File: src/rtl/mux_rr_arbiter_pkg.sv
// mux_rr_arbiter_pkg
//   Shared constants for the round-robin arbiter in front of mux_str:
//   mux width, select width, FSM state encodings and a one-hot helper.
package mux_rr_arbiter_pkg;

  localparam int MUX_N     = 8;
  localparam int MUX_SEL_W = 3;

  localparam logic [0:0] ST_IDLE  = 1'b0;
  localparam logic [0:0] ST_GRANT = 1'b1;

  function automatic logic [MUX_N-1:0] onehot(input logic [MUX_SEL_W-1:0] idx);
    return MUX_N'(1) << idx;
  endfunction

endpackage

File: src/rtl/mux_str.sv
// mux_str
//   Structural 8:1 single-bit mux built as a three-level tree of 2:1 muxes.
//   Ports:
//     out       out : a[sel]
//     sel [2:0] in  : select
//     a   [7:0] in  : data inputs
module mux_str (
  output logic       out,
  input  logic [2:0] sel,
  input  logic [7:0] a
);

  logic [3:0] lvl1;
  logic [1:0] lvl2;

  for (genvar g = 0; g < 4; g++) begin : g_lvl1
    assign lvl1[g] = sel[0] ? a[2*g+1] : a[2*g];
  end

  for (genvar g = 0; g < 2; g++) begin : g_lvl2
    assign lvl2[g] = sel[1] ? lvl1[2*g+1] : lvl1[2*g];
  end

  assign out = sel[2] ? lvl2[1] : lvl2[0];

endmodule

File: src/rtl/rr_pick8.sv
// rr_pick8
//   Combinational round-robin search over eight request lines.
//   Ports:
//     req   [7:0] in  : request lines
//     start [2:0] in  : index with highest priority; search wraps 7 -> 0
//     idx   [2:0] out : first set request at or after start
//     any         out : at least one request is set (idx is meaningless otherwise)
module rr_pick8 (
  input  logic [7:0] req,
  input  logic [2:0] start,
  output logic [2:0] idx,
  output logic       any
);

  logic [2:0] k;

  // Scan from the farthest offset down to offset 0 so the closest set
  // request (in wrap order from start) is the last to be written.
  always_comb begin
    idx = start;
    any = 1'b0;
    k   = start;
    for (int i = 7; i >= 0; i--) begin
      k = start + 3'(i);
      if (req[k]) begin
        idx = k;
        any = 1'b1;
      end
    end
  end

endmodule

File: src/rtl/mux_rr_arbiter.sv
// mux_rr_arbiter
//   Round-robin arbiter/sequencer sharing mux_str's single-bit output among
//   eight requesters. A grantee keeps the mux for up to HOLD_MAX beats while
//   it holds its request; on release the search restarts just past it.
//   Parameters:
//     HOLD_MAX (1..15) : maximum data beats per grant
//   Ports:
//     clk             in  : clock, rising edge
//     rst_n           in  : asynchronous active-low reset
//     req       [7:0] in  : per-requester level request
//     a         [7:0] in  : per-requester data bit
//     sel       [2:0] out : mux select, current or last grantee
//     gnt       [7:0] out : one-hot grant, zero when idle
//     out             out : registered a[sel] beat
//     out_valid       out : out carries a beat captured this cycle
//     busy            out : arbiter is in GRANT
module mux_rr_arbiter
  import mux_rr_arbiter_pkg::*;
#(
  parameter int HOLD_MAX = 4
) (
  input  logic       clk,
  input  logic       rst_n,
  input  logic [7:0] req,
  input  logic [7:0] a,
  output logic [2:0] sel,
  output logic [7:0] gnt,
  output logic       out,
  output logic       out_valid,
  output logic       busy
);

  logic [0:0]           state;
  logic [MUX_SEL_W-1:0] ptr;
  logic [3:0]           hold_cnt;

  logic                 mux_bit;
  logic [MUX_SEL_W-1:0] start;
  logic [MUX_SEL_W-1:0] win;
  logic                 win_any;
  logic                 beat;
  logic                 last_beat;
  logic                 release_now;

  mux_str u_mux (
    .out (mux_bit),
    .sel (sel),
    .a   (a)
  );

  // While granted, the only search that matters is the release search,
  // which starts just past the grantee so it ends up lowest priority.
  assign start = (state == ST_GRANT) ? sel + 3'd1 : ptr;

  rr_pick8 u_pick (
    .req   (req),
    .start (start),
    .idx   (win),
    .any   (win_any)
  );

  // A dropped request wins over expiry: no beat on that edge.
  assign beat        = (state == ST_GRANT) && req[sel];
  assign last_beat   = beat && (hold_cnt == 4'(HOLD_MAX - 1));
  assign release_now = (state == ST_GRANT) && (!req[sel] || last_beat);
  assign busy        = (state == ST_GRANT);

  always_ff @(posedge clk or negedge rst_n) begin
    if (!rst_n) begin
      state     <= ST_IDLE;
      ptr       <= '0;
      hold_cnt  <= '0;
      sel       <= '0;
      gnt       <= '0;
      out       <= 1'b0;
      out_valid <= 1'b0;
    end else begin
      out_valid <= beat;
      if (beat) begin
        out      <= mux_bit;
        hold_cnt <= hold_cnt + 4'd1;
      end
      if (release_now) begin
        ptr <= sel + 3'd1;
      end
      // Arbitrate from IDLE or on release; a live request regrants with no bubble.
      if ((state == ST_IDLE) || release_now) begin
        if (win_any) begin
          state    <= ST_GRANT;
          sel      <= win;
          gnt      <= onehot(win);
          hold_cnt <= '0;
        end else begin
          state <= ST_IDLE;
          gnt   <= '0;
        end
      end
    end
  end

endmodule

File: config.mk
export PLATFORM = sky130hd
export DESIGN_NAME = mux_rr_arbiter
export DESIGN_NICKNAME = d
export VERILOG_FILES = /design/src/rtl/mux_rr_arbiter_pkg.sv /design/src/rtl/mux_str.sv /design/src/rtl/rr_pick8.sv /design/src/rtl/mux_rr_arbiter.sv
export SDC_FILE = /design/constraint.sdc
export NUM_CORES = 1
export LEC_CHECK = 0
export BUFFER_PORTS_ARGS = -buffer_cell sky130_fd_sc_hd__buf_4
export CAP_MARGIN = 20
export CORE_MARGIN = 8
export CORE_UTILIZATION = 42
export DETAILED_ROUTE_END_ITERATION = 6
export PLACE_DENSITY = 0.71
export SETUP_SLACK_MARGIN = 0.05
export SLEW_MARGIN = 20
export SYNTH_ARGS = -nofsm -noshare
export SYNTH_HDL_FRONTEND = slang
export SYNTH_SLANG_ARGS = --single-unit
File: constraint.sdc
create_clock -name clk -period 8.9 [get_ports clk]
set_input_delay 1.78 -clock clk [delete_from_list [all_inputs] [get_ports clk]]
set_output_delay 1.78 -clock clk [all_outputs]
set_load 0.005 [all_outputs]
Word-level counts from Yosys, hierarchy flattened. Index checks and enable logic that the tools add are counted.

Flip-flop bits (word level): 21. Output and inout bits: 14.

Add/sub/neg operators: 9. Magnitude comparators: 9. Eq/ne operators: 1. Shifts and indexed selects: 1. Mux-type cells: 47. Bitwise gates (word level): 1. Reduce and logical (&&, ||, !) cells: 7.

Operators by type and width (number): 3-bit by 4-bit < comparator with 1-bit output, second input constant (9); 1-bit binary-select mux with 3-bit select (9); 3-bit 2-to-1 mux (9); 1-bit 2-to-1 mux (25); 3-bit adder, second input constant (4); 4-bit 2-to-1 mux (3); 8-bit 2-to-1 mux (1); 1-bit by 3-bit left shift with 8-bit output, first input constant (1); 3-bit by 1-bit adder with 3-bit output, second input constant (2); 3-bit by 2-bit adder with 3-bit output, second input constant (2); 4-bit by 1-bit adder with 4-bit output, second input constant (1); 4-bit by 2-bit == test with 1-bit output, second input constant (1); 1-bit logical AND (3); 1-bit logical OR (2); 2-bit AND reduction (1); 1-bit zero test (1); 1-bit NOT (1).

Depth between registers and ports, before layout. Gate-level depths: netlist (run 1).

Word-level depth: 15. Gate-level depth with buffers: 15. Mapped depth without buffers: 13.

Modules after synthesis. A second synthesis (run 1) with hierarchy kept.

Cells, all modules: 215. Area, all modules: 2174.6 µm².

By module, submodules not included: mux_rr_arbiter (instances 1, cells an instance 110, area an instance 1219.9 µm², sequential area each 525.5 µm²); rr_pick8 (instances 1, cells an instance 102, area an instance 890.9 µm², sequential area each 0.0 µm²); mux_str (instances 1, cells an instance 3, area an instance 63.8 µm², sequential area each 0.0 µm²).

Worst setup path before layout (run 1). OpenSTA, ideal clock, no wires.

Path type: in2reg. Start: input req[7]. End: register sel[1]. Library setup time: 0.125 ns. Arrival: 3.665 ns. Setup slack: 5.111 ns. Cell stages on the path: 8. Path buffers: 2. Cell sequence: mux4_2 > mux2i_1 > nor2b_1 > clkbuf_1 > nor2b_1 > clkbuf_1 > nor2_1 > mux2_2.

RTL lines: from (decl) (RTL line mux_rr_arbiter.sv:24) `input logic [7:0] req,`; 1-bit binary-select mux with 3-bit select (RTL line mux_rr_arbiter.sv:63) `assign beat = (state == ST_GRANT) && req[sel];`; 1-bit 2-to-1 mux (not written as such) (RTL line mux_rr_arbiter.sv:63); 1-bit logical AND (RTL line mux_rr_arbiter.sv:63); named net beat (RTL line mux_rr_arbiter.sv:41) `logic beat;`; 1-bit logical AND (RTL line mux_rr_arbiter.sv:64) `assign last_beat = beat && (hold_cnt == 4'(HOLD_MAX - 1));`; 1-bit logical OR (RTL line mux_rr_arbiter.sv:65) `assign release_now = (state == ST_GRANT) && (!req[sel] || last_beat);`; 1-bit logical AND (RTL line mux_rr_arbiter.sv:65); 1-bit logical OR (RTL line mux_rr_arbiter.sv:87) `if ((state == ST_IDLE) || release_now) begin`; 2-bit AND reduction (no line); to (signal assigned) (RTL line mux_rr_arbiter.sv:90) `sel <= win;`; to (decl) (RTL line mux_rr_arbiter.sv:26) `output logic [2:0] sel,`.

The timed path passes the listed nets, and every way through them passes these cells. The select of a mux whose other input is x is not followed. A chain may end at the register's enable or synchronous reset.

Final worst setup path (run 1).
Start: register sel[0]. End: register sel[0].

Word-level cells in the longest chain between the ends: 14.

Ends and longest elaborated chain: 3-bit by 1-bit adder with 3-bit output (RTL line mux_rr_arbiter.sv:53) `assign start = (state == ST_GRANT) ? sel + 3'd1 : ptr;`; 3-bit 2-to-1 mux (RTL line mux_rr_arbiter.sv:53); 3-bit adder (RTL line rr_pick8.sv:24) `k = start + 3'(i);`; 1-bit binary-select mux with 3-bit select (RTL line rr_pick8.sv:25) `if (req[k]) begin`; 1-bit 2-to-1 mux (not written as such) (RTL line rr_pick8.sv:25); 1-bit 2-to-1 mux (8 in a row) (RTL line rr_pick8.sv:25); 2-bit AND reduction (no line).

Parallel ways exist; a longest one is shown, timed or not. The select of a mux whose other input is x is not followed.

==> impl_metrics.csv, run 1 <==
group,metric,value,unit
floorplan,rows,25,
timing,hold_viol_final,0,
routing,wire_per_inst,17.5,um
yosys,synth_compound_area_share,25.1,%
timing,setup-tns-final,0,ns
routing,viasPerCell,6.12,
layout,antenna_cells,0,
timing,slew_headroom,48.1,%
grt,grt_max_degree,22,
routing,wirelength,5660,um
placement,portBuffers,31,
yosys,synth-edff-count,0,
timing,worstMarginPinSlew,0.778,ns
routing,vias,1984,
clock_tree,cts-hold-fix-buffers,0,
timing,layout_min_cycle_time,4.14,ns
floorplan,core_area,0.00479,mm2
floorplan,die-area,0.00755,mm2
critical_path,critical_path_class,"reg -> reg",
clock_tree,path_clk_slew,0.08,ns
critical_path,worstSetupEndpointType,"flop",
layout,layout_commonest_cell,"buf_4",
grt,antenna_found_initial,0,
layout,final_util,50.2,%
timing,fmax,0.241,GHz
timing,finalSetupViolations,0,
yosys,synth_warnings,0,
yosys,syn_inst,236,
routing,drc,0,
yosys,synth.distinct_cells,61,
timing,rsz0062_at_grt,"false",
hold_path,holdCritPathClass,"reg -> reg",
placement,placed_area,0.00236,mm2
routing,drt_iter0_markers,166,
clock_tree,cts.path.max_buffers,2,
timing,fin_worst_skew,0.000463,ns
yosys,yosysSeqAreaShare,24.9,%
layout,layout.area.seq,526,um2
yosys,synth.net_count,257,
clock_tree,cts_tree,"done",
clock_tree,root_buffer,"clkbuf_8",
layout,syn2layout_area_growth,13.9,%
layout,finalNetCount,279,
floorplan,io_pins,32,
layout,fillerInstances,454,
yosys,synth-seq-cells,21,
critical_path,critical_path_buf_inv_count,3,
yosys,synthAdderAreaFrac,1.78,%
critical_path,crit_chain,"ha_1, mux2i_1, buf_4, inv_2, ha_1, inv_1, a211oi_1, or2_1, mux2i_1, o211ai_1, nand2b_1, a31oi_2, xnor2_1, a21oi_1",
yosys,synthArstFlopShare,100,%
clock_tree,post_cts_buffers,0,
placement,hpwl,4290,um
yosys,synthMuxAreaShare,17.8,%
yosys,yosys.area_share.simple,21.5,%
yosys,synth-xor-area-share,4.09,%
critical_path,critPathLaunchType,"flop",
grt,grt_pass1_wl,9520,um
critical_path,slowest_stage,"dfrtp_1",
floorplan,die_h,86.9,um
clock_tree,htree_levels,1,
critical_path,slowest_delay,0.54,ns
routing,postRouteAntennaNets,0,
grt,grt.total_usage,15.5,%
grt,grt_pass1_vias,1864,
placement,gp_congestion,0.914,
timing,period_share,46.6,%
layout,multi_input_area,0.00148,mm2
clock_tree,clkLatencyLatePin,0.26,ns
critical_path,crit_family,"compound AO/OA/AOI/OAI gates",
grt,grt.overflow.total,0,
yosys,ys.flop_type,"dfrtp_1",
run,drv_cap,0,
timing,drv_slew,0,
critical_path,crit_required,9.02,ns
clock_tree,clock-sinks,21,
critical_path,path_max_fanout,15,
yosys,synth_area_per_cell,8.94,um2
routing,drtPass1Iterations,5,
layout,drive_above_1_share,25.3,%
floorplan,fp.dieW,86.9,um
outcome,status,"finished clean",
layout,layout.cells.most_common_list,"32 x buf_4, 22 x nand2_1, 21 x dfrtp_1, 19 x nand3_1, 15 x mux2i_1",
yosys,synth_area,0.00211,mm2
floorplan,start_util,44.1,%
layout,final_area,0.00240,mm2
clock_tree,cts_buffers,3,
critical_path,cp.arrival,4.26,ns
yosys,synth_top_family_by_area,"compound AO/OA/AOI/OAI gates",
clock_tree,cts.repair.resized,0,
## cell usage after synthesis, types with 5 or more instances
library cell / count / area share, %
nor3_1: 6 / 1.4
clkbuf_1: 7 / 1.2
o211ai_1: 6 / 2.1
a21oi_1: 8 / 1.9
nand3_1: 19 / 4.5
nor2_1: 14 / 2.5
mux2i_1: 15 / 7.1
mux4_2: 8 / 8.5
o21ai_0: 11 / 2.6
nand2_1: 22 / 3.9
nor2b_1: 5 / 1.5
a22o_1: 6 / 2.5
dfrtp_1: 21 / 25
buf_2: 5 / 1.2
## cells by family (layout without fill, tap and decap cells)
kind of cell,count (synthesis),count (layout)
simple gates,86,86
fa+ha+maj,3,3
mux,27,27
buf+inv,21,42
flops,21,21
compound gates,69,69
xor+xnor,9,9
## through the flow
stage          hold slack (ns)  cells  setup WS (ns)
2_1_floorplan            0.477    236           5.11
3_3_place_gp             0.466    320           4.72
3_5_place_dp             0.471    320           4.66
4_1_cts                  0.489    324           4.78
5_1_grt                  0.511    324           4.31
6_report                 0.480    324           4.76
## flip-flops by register name, summed over array words and instances, names as in the netlist
name       flops
hold_cnt       4
sel            3
out_valid      1
ptr            3
gnt            8
out            1
busy           1
## tightest hold or removal path, stage by stage (launching register included)
cell and delay, ns:
dfrtp_1 0.35, nand2_1 0.06, o21ai_2 0.05
## per-layer routing
| metal | vias up | part of all wire [%] | track usage, % |
|---|---|---|---|
| li1 | 956 | - | - |
| met5 | - | 0 | 0 |
| met1 | 942 | 46 | 21.5 |
| met2 | 82 | 47 | 23.9 |
| met3 | 4 | 6.9 | 4.06 |
| met4 | 0 | 0.32 | 2.03 |
## final cells by class
class,instances,share of cell area (%)
timing repair buffer,32,10.0
tap,67,3.49
inverter,6,1.04
sequential,21,21.9
clock inverter,1,0.208
clock buffer,3,1.72
multi-input combinational,194,61.7
## final timing paths
| check | cells past startpoint | endpoint | from | slack [ns] |
|---|---|---|---|---|
| setup / recovery | 14 | sel[0] | sel[0] | 4.76 |
| hold / removal | 2 | gnt[0] | gnt[0] | 0.48 |
| setup reg to reg | 14 | sel[0] | sel[0] | 4.76 |
| hold reg to reg | 2 | gnt[0] | gnt[0] | 0.48 |
| max in group asynchronous | 1 | ptr[0] | rst_n | 7.30 |
| min in group asynchronous | 1 | gnt[1] | rst_n | 1.39 |
Power of run 1 is not shown: default switching activity piles up to over one toggle a cycle in this logic, so the estimate is an artifact.
==> run 2, diff against run 1 <==
- PLACE_DENSITY: 0.71 -> 0.73
- clock period: 8.9 -> 3.4 ns (I/O delays scaled with it)
==> run 2 against run 1 <==
Fmax grew 32%. Flip-flop and latch count unchanged. First-iteration DRC count fell by 5.4%. Critical endpoint is now gnt[1]. Routed wire length rose by 15%. Non-clock buffer count increased by 17. Clock skew hardly changed. Setup slack lost 4.5 ns.
==> impl_metrics.csv, run 2 (synthesis gave the netlist of run 1 again) <==
group,metric,value,unit
clock_tree,htree_levels,1,
clock_tree,cts-hold-fix-buffers,0,
timing,rsz0062_at_grt,"false",
timing,layout_min_cycle_time,3.14,ns
clock_tree,cts_tree,"done",
timing,fmax,0.319,GHz
grt,grt.total_usage,17.1,%
layout,drive_above_1_share,34.3,%
clock_tree,cts_buffers,3,
placement,hpwl,4880,um
clock_tree,clkLatencyLatePin,0.27,ns
layout,top_regs,"gnt: 8 flops, hold_cnt: 4 flops",
critical_path,worstSetupEndpointType,"flop",
routing,drt_iter0_markers,157,
grt,grt_max_degree,22,
timing,whs,0.282,ns
clock_tree,clock-sinks,21,
layout,syn2layout_area_growth,23.5,%
layout,largest_reg_flops,8,
routing,postRouteAntennaNets,0,
critical_path,r2r_end,"gnt[1]",
floorplan,rows,25,
critical_path,timing.reg2reg.setup_slack,0.26,ns
placement,gp_congestion,0.973,
routing,drtPass1Iterations,5,
layout,layout_commonest_cell,"buf_4",
floorplan,start_util,44.1,%
critical_path,critical_path_class,"reg -> reg",
grt,grt.overflow.total,0,
routing,drc,0,
routing,viasPerCell,6.26,
floorplan,die_h,86.9,um
layout,largest_register,"gnt",
critical_path,crit_required,3.60,ns
grt,grt_pass1_vias,2031,
timing,fin_worst_skew,0.000842,ns
critical_path,cp.arrival,3.34,ns
layout,layout.cells.most_common_list,"49 x buf_4, 21 x nand2_1, 21 x dfrtp_1, 19 x nand3_1",
critical_path,critPathLaunchType,"flop",
clock_tree,path_clk_slew,0.07,ns
floorplan,core_area,0.00479,mm2
grt,grt_pass1_wl,10300,um
layout,finalNetCount,296,
clock_tree,root_buffer,"clkbuf_8",
critical_path,r2r-start,"sel[0]",
clock_tree,post_cts_buffers,0,
floorplan,fp.dieW,86.9,um
run,drv_cap,0,
timing,slew_headroom,47.0,%
routing,wire_per_inst,19.1,um
critical_path,r2r_cells,14,
floorplan,io_pins,32,
floorplan,die-area,0.00755,mm2
timing,hold_viol_final,0,
hold_path,holdCritPathClass,"in -> async",
clock_tree,cts.repair.resized,0,
timing,worstMarginPinSlew,0.794,ns
outcome,status,"finished clean",
grt,antenna_found_initial,0,
critical_path,path_max_fanout,14,
layout,antenna_cells,0,
timing,setup-tns-final,0,ns
timing,period_share,92.3,%
routing,vias,2136,
timing,finalSetupViolations,0,
placement,portBuffers,31,
timing,drv_slew,0,
clock_tree,cts.path.max_buffers,2,
routing,wirelength,6530,um
==> run 2: stage by stage <==
step / worst slack, ns / util (%) / instance area (um2) / std cells
after floorplan: 0.0763 / - / 2130 / 236
after global placement: 0.150 / 52.2 / 2500 / 337
after detailed placement: 0.0980 / 52.2 / 2500 / 337
after CTS: 0.0676 / 53.2 / 2550 / 341
after global routing: 0.0878 / 54.5 / 2610 / 341
final: 0.263 / 54.5 / 2610 / 341
==> run 2: worst max-delay path by stage <==
stage	startpoint	slack, ns	cells past startpoint	to
floorplan	sel[1]	0.08	15	gnt[2]
global placement	sel[0]	0.15	13	gnt[3]
detailed placement	sel[0]	0.1	13	gnt[2]
CTS	sel[0]	0.07	13	gnt[2]
global route	sel[0]	0.09	13	gnt[7]
finish	sel[0]	0.26	14	gnt[1]
==> run 2: layout make-up <==
cell class / count / area (um2)
clock buffers: 3 / 41.3
clock inverters: 1 / 5.00
fillers: 437 / 2180
inverters: 6 / 25.0
multi-input cells: 194 / 1560
flip-flops and latches: 21 / 526
well taps: 67 / 83.8
repair buffers: 49 / 368
==> run 2: layer usage <==
| layer | wire length [um] | global-route usage, % | share of wire [%] | vias up |
|---|---|---|---|---|
| met5 | 0 | 0 | 0 | - |
| met4 | 174 | 4.23 | 2.7 | 0 |
| met3 | 660 | 4.81 | 10 | 28 |
| met2 | 2960 | 26.2 | 45 | 126 |
| met1 | 2730 | 22.8 | 42 | 1002 |
| li1 | - | - | - | 980 |
==> run 2: critical path, stage by stage (launching register included) <==
cell	delay, ns
dfrtp_1	0.39
ha_1	0.34
mux2i_2	0.23
inv_2	0.09
buf_4	0.20
mux2i_1	0.29
o32ai_1	0.14
a31oi_2	0.27
buf_4	0.17
a221o_1	0.15
a41o_1	0.17
o211ai_1	0.08
buf_4	0.17
or2_1	0.26
o21ai_2	0.12
Power of run 2 is left out for the same reason.
